[src/rtl/fp_add_issue_ctrl.sv]
// Issue/capture controller for the pipelined single-precision adder.
// Optional FP_ADD_ISSUE_SPECIAL_EN adds an Inf/NaN sideband flag (out_special).
module fp_add_issue_ctrl #(
    parameter int LAT        = 1,
    parameter int FIFO_DEPTH = 2
) (
    input  logic        aclk,
    input  logic        arst_n,
    input  logic        in_valid,
    output logic        in_ready,
    input  logic [31:0] in_a,
    input  logic [31:0] in_b,
    input  logic [2:0]  in_rm,
    output logic        a_sign,
    output logic [7:0]  a_exp,
    output logic [22:0] a_man,
    output logic        b_sign,
    output logic [7:0]  b_exp,
    output logic [22:0] b_man,
    output logic [2:0]  rm,
    output logic        astall,
    input  logic [31:0] x,
    output logic        out_valid,
    input  logic        out_ready,
`ifdef FP_ADD_ISSUE_SPECIAL_EN
    output logic        out_special,
`endif
    output logic [31:0] out_x
);

    localparam int PW = (FIFO_DEPTH > 1) ? $clog2(FIFO_DEPTH) : 1;
    localparam int CW = $clog2(FIFO_DEPTH + 1);

    logic           v0;
    logic [LAT:1]   vld;
    logic [CW-1:0]  count;
    logic [PW-1:0]  wr_ptr;
    logic [PW-1:0]  rd_ptr;
    logic [31:0]    mem [FIFO_DEPTH];
    logic           fifo_full;
    logic           wr_en;
    logic           rd_en;

    function automatic logic [PW-1:0] ptr_next(input logic [PW-1:0] p);
        return (p == PW'(FIFO_DEPTH - 1)) ? '0 : p + 1'b1;
    endfunction

    // full comes from the count register, so out_ready never reaches astall
    assign fifo_full = (count == CW'(FIFO_DEPTH));
    assign astall    = vld[LAT] & fifo_full;
    assign in_ready  = ~astall;
    assign wr_en     = vld[LAT] & ~fifo_full;
    assign out_valid = (count != '0);
    assign rd_en     = out_valid & out_ready;
    assign out_x     = mem[rd_ptr];

    always_ff @(posedge aclk or negedge arst_n) begin
        if (!arst_n) begin
            v0     <= 1'b0;
            a_sign <= 1'b0;
            a_exp  <= '0;
            a_man  <= '0;
            b_sign <= 1'b0;
            b_exp  <= '0;
            b_man  <= '0;
            rm     <= '0;
        end else if (!astall) begin
            v0 <= in_valid;
            if (in_valid) begin
                a_sign <= in_a[31];
                a_exp  <= in_a[30:23];
                a_man  <= in_a[22:0];
                b_sign <= in_b[31];
                b_exp  <= in_b[30:23];
                b_man  <= in_b[22:0];
                rm     <= in_rm;
            end
        end
    end

    always_ff @(posedge aclk or negedge arst_n) begin
        if (!arst_n) begin
            vld <= '0;
        end else if (!astall) begin
            vld[1] <= v0;
            for (int k = 2; k <= LAT; k++) vld[k] <= vld[k-1];
        end
    end

    always_ff @(posedge aclk or negedge arst_n) begin
        if (!arst_n) begin
            count  <= '0;
            wr_ptr <= '0;
            rd_ptr <= '0;
        end else begin
            if (wr_en) wr_ptr <= ptr_next(wr_ptr);
            if (rd_en) rd_ptr <= ptr_next(rd_ptr);
            count <= count + CW'(wr_en) - CW'(rd_en);
        end
    end

    always_ff @(posedge aclk) begin
        if (wr_en) mem[wr_ptr] <= x;
    end

`ifdef FP_ADD_ISSUE_SPECIAL_EN
    logic         sp0;
    logic [LAT:1] sp;
    logic         smem [FIFO_DEPTH];

    // sideband mirrors the operand stage and vld exactly
    always_ff @(posedge aclk or negedge arst_n) begin
        if (!arst_n) begin
            sp0 <= 1'b0;
            sp  <= '0;
        end else if (!astall) begin
            if (in_valid)
                sp0 <= (in_a[30:23] == 8'hFF) | (in_b[30:23] == 8'hFF);
            sp[1] <= sp0;
            for (int k = 2; k <= LAT; k++) sp[k] <= sp[k-1];
        end
    end

    always_ff @(posedge aclk) begin
        if (wr_en) smem[wr_ptr] <= sp[LAT];
    end

    assign out_special = smem[rd_ptr];
`endif

endmodule

[config.mk]
export PLATFORM = sky130hd
export DESIGN_NAME = fp_add_issue_ctrl
export DESIGN_NICKNAME = d
export VERILOG_FILES = /design/src/rtl/fp_add_issue_ctrl.sv
export SDC_FILE = /design/constraint.sdc
export NUM_CORES = 1
export LEC_CHECK = 0
export CAP_MARGIN = 10
export CORE_MARGIN = 1
export CORE_UTILIZATION = 39
export CTS_CLUSTER_DIAMETER = 200
export CTS_CLUSTER_SIZE = 24
export DETAILED_ROUTE_END_ITERATION = 6
export GPL_TIMING_DRIVEN = 0
export PLACE_DENSITY = 0.76
export SLEW_MARGIN = 20
export SYNTH_ARGS = -nofsm -noshare
export SYNTH_HDL_FRONTEND = slang
export SYNTH_SLANG_ARGS = --single-unit
[constraint.sdc]
create_clock -name aclk -period 2.39 [get_ports aclk]
set_input_delay 0.5975 -clock aclk [delete_from_list [all_inputs] [get_ports aclk]]
set_output_delay 0.5975 -clock aclk [all_outputs]
set_load 0.02 [all_outputs]
==> metrics.txt, run 1 <==
drt drc 0; max-cap violations 0; Area growth syn-to-layout 57.07%; Post-Syn Area approximately 0.0052 mm^2; placed cell area between 0.007 and 0.008 mm^2; detailed placement HPWL between 8 and 9 mm; RSZ-0062 raised after global routing yes; Worst-path clk slew around 0.06 ns; Final WS setup about 0.047 ns; # setup viols final 0; most common cell after layout, fill and taps aside clkdlybuf4s50_1; Final Cell Area between 0.008 and 0.009 mm^2; Die X roughly 120 um; CTS tree yes; fin crit share a little over nine tenths; GR Overflow Total 0; Die Y-Extent roughly 120 um; antenna-violating nets left 0; Storage cell area between 0.003 and 0.004 mm^2; maximum clock rate roughly 430 MHz; Net Sw Frac approximately 30%; met1 Use GR a little over 20%; pin count of the biggest net entering global routing 40; most used routing layer met2; Worst Path Arrival about 1.8 ns; Synth top area share approximately 37%; Leak 3.294 nW; htree depth 4; Final Hold Viols 0; initial antenna violation count 0; core region area ~0.013 mm^2; Pins Over Slew Limit 0; first-pass GRT wire length 18.56 mm; antenna cells 0; GRT Total Usage roughly 18%; clk sink count approximately 140; Worst Skew 0.005619 ns; Seq/Total Area, Yosys between 70% and 80%; vias in the first global route 3554; Clk pwr share between 20 and 30%; routed vias/inst 4.651; DRT Pass-1 Iters 4; Crit. End Element primary output; CP startpoint kind flip-flop; share of layout cells above drive strength 1 a little under 30%; Gate power share a little over a third; pre-CTS setup slack -0.03639 ns; VDD IR max roughly 0.63 mV; clk_lat worst skew approximately 0.41 ns; CTS buffer count 17; Int Pwr around 7.0 mW; worst-path maximum fanout 10; Worst slew margin 63.90%; met2 Use GR 27.96%; IO buf count ~200; Tmin final ~2.3 ns; 1st-iter DRT viols 139; Synth warnings 0; num rows between 40 and 50; Worst Tran Pin Value around 0.54 ns; Switching Power a little over 3 mW; GP Congestion between 0.7 and 0.8; synth unique cells 25; vias post-DR roughly 3.2k; io pins 205; final-layout fill cell count between 900 and 1k; Multi-input gate area ~0.0014 mm^2; NumNets Final 600; syn_nets about 380; Seq cells post-synth about 140; Syn Area/Cell ~19 um^2; Root Buffer clkbuf_16; pwr/cell area 1238 mW/mm^2; CTS Buffer Depth 2; met3 usage 8.025%; register share of total power a little over a third; Setup Total Neg Slack 0 ns; Initial Util about two fifths; critical path required time 1.79 ns; Gate Count Post-Synth ~270; Hold Path Class input pin to asynchronous set/reset pin; status finished clean; crit path kind flip-flop to primary output; Die ar. around 0.014 mm^2; top post-synthesis cells by area edfxtp_1 (37%), dfrtp_1 (35%), mux2_2 (17%); post-DR wirelength/cell approximately 17 um; leading area contributor after synthesis edfxtp_1; Post-CTS Hold Fix Bufs 0; drt total wl about 11 mm; most frequent cells in the layout clkdlybuf4s50_1 (169), mux2_2 (80), dfrtp_1 (72), edfxtp_1 (64), dlygate4sd2_1 (29)
==> cell usage after synthesis <==
| cell | instances |
|---|---|
| buf_4 | 4 |
| nand2_1 | 3 |
| o21ai_0 | 2 |
| nor2b_1 | 1 |
| a211oi_1 | 1 |
| buf_6 | 2 |
| mux2_2 | 80 |
| inv_1 | 2 |
| or2_2 | 1 |
| nor2_1 | 3 |
| nand2b_1 | 1 |
| nand3b_4 | 1 |
| ha_1 | 1 |
| a21bo_2 | 1 |
| buf_2 | 3 |
| clkbuf_1 | 1 |
| a32oi_1 | 1 |
| and3_1 | 1 |
| buf_8 | 1 |
| nand3_1 | 1 |
| dfrtp_1 | 73 |
| nand2_4 | 1 |
| mux2_4 | 19 |
| xnor2_1 | 3 |
| edfxtp_1 | 64 |
==> area by class of cell <==
class / instances / area share, %
tap: 172 / 2.641
inverter: 2 / 0.09214
clock inverter: 12 / 2.426
sequential: 137 / 46.02
timing repair buffer: 207 / 25.57
multi-input combinational: 121 / 16.62
clock buffer: 20 / 5.482
buffer: 10 / 1.152
==> through the flow <==
stage	utilization, %	std cells	power, mW	hold WS [ns]
floorplan	-	271	5.647	0.3019
global placement	58.30	647	7.343	0.4271
detailed placement	58.86	650	7.519	0.4345
CTS	63.69	681	10.23	0.1434
global route	63.79	681	10.57	0.1580
finish	63.79	681	10.09	0.1380
==> path summary, 6_finish.rpt <==
kind / to / start / slack, ns / cells past startpoint
setup / recovery: out_x[2] / rd_ptr$_DFFE_PN0P_ / 0.05 / 3
hold reg to reg: vld$_DFFE_PN0N_ / v0$_DFFE_PN0N_ / 0.44 / 2
min in group aclk: vld$_DFFE_PN0N_ / v0$_DFFE_PN0N_ / 0.44 / 2
setup reg to reg: mem[0][17]$_DFFE_PP_ / count[0]$_DFF_PN0_ / 0.69 / 4
hold / removal: b_man[13]$_DFFE_PN0P_ / arst_n / 0.14 / 1
max in group asynchronous: a_exp[0]$_DFFE_PN0P_ / arst_n / 1.69 / 2
==> registers in the layout (all words and copies together), names as in the netlist <==
register,flops
a_exp,8
a_man,23
a_sign,1
b_exp,8
b_man,23
b_sign,1
count,2
mem,64
rd_ptr,1
rm,3
v0,1
vld,1
wr_ptr,1
==> metal layers <==
metal	vias to the layer above	part of all wire, %	wire length, um
li1	1443	-	-
met1	1562	40	4479
met2	150	49	5516
met3	12	10	1170
met4	0	1.1	127
met5	-	0	0
==> power groups by stage <==
stage	Sequential (mW)	Clock (mW)	Combinational [mW]
2_1_floorplan	3.96	0	1.69
3_3_place_gp	3.59	0	3.76
3_5_place_dp	3.61	0	3.91
4_1_cts	3.60	2.90	3.74
5_1_grt	3.68	3.00	3.89
6_report	3.59	2.83	3.66
==> cells by family (layout without fill, tap and decap cells) <==
kind of cell	Yosys count	count (layout)	share of synthesized area (%)
mux	99	99	22.87
fa+ha+maj	1	1	0.2412
buf+inv	13	251	1.809
compound gates	5	5	0.6996
flops	137	137	72.26
xor+xnor	3	3	0.5066
simple gates	13	13	1.616
==> worst max-delay path: stages (launching register included) <==
cell and delay [ns]:
dfrtp_2 0.43, buf_4 0.23, mux2_2 0.36, dlygate4sd2_1 0.32
==> timing repair <==
item,4_1_cts,5_1_grt
setup endpoints to repair,32,18
buffers inserted,0,0
gates resized for setup,34,5
No activity file was read; power rests on OpenSTA's default activity.
==> inputs of run 2 (changes only) <==
--- a/config.mk
+++ b/config.mk
@@ -5,7 +5,7 @@
 export SDC_FILE = /design/constraint.sdc
 export NUM_CORES = 1
 export LEC_CHECK = 0
-export CAP_MARGIN = 10
+export CAP_MARGIN = 20
 export CORE_MARGIN = 1
 export CORE_UTILIZATION = 39
 export CTS_CLUSTER_DIAMETER = 200
==> results of run 2 <==
Final layout, timing and power as in run 1 (identical DEF).
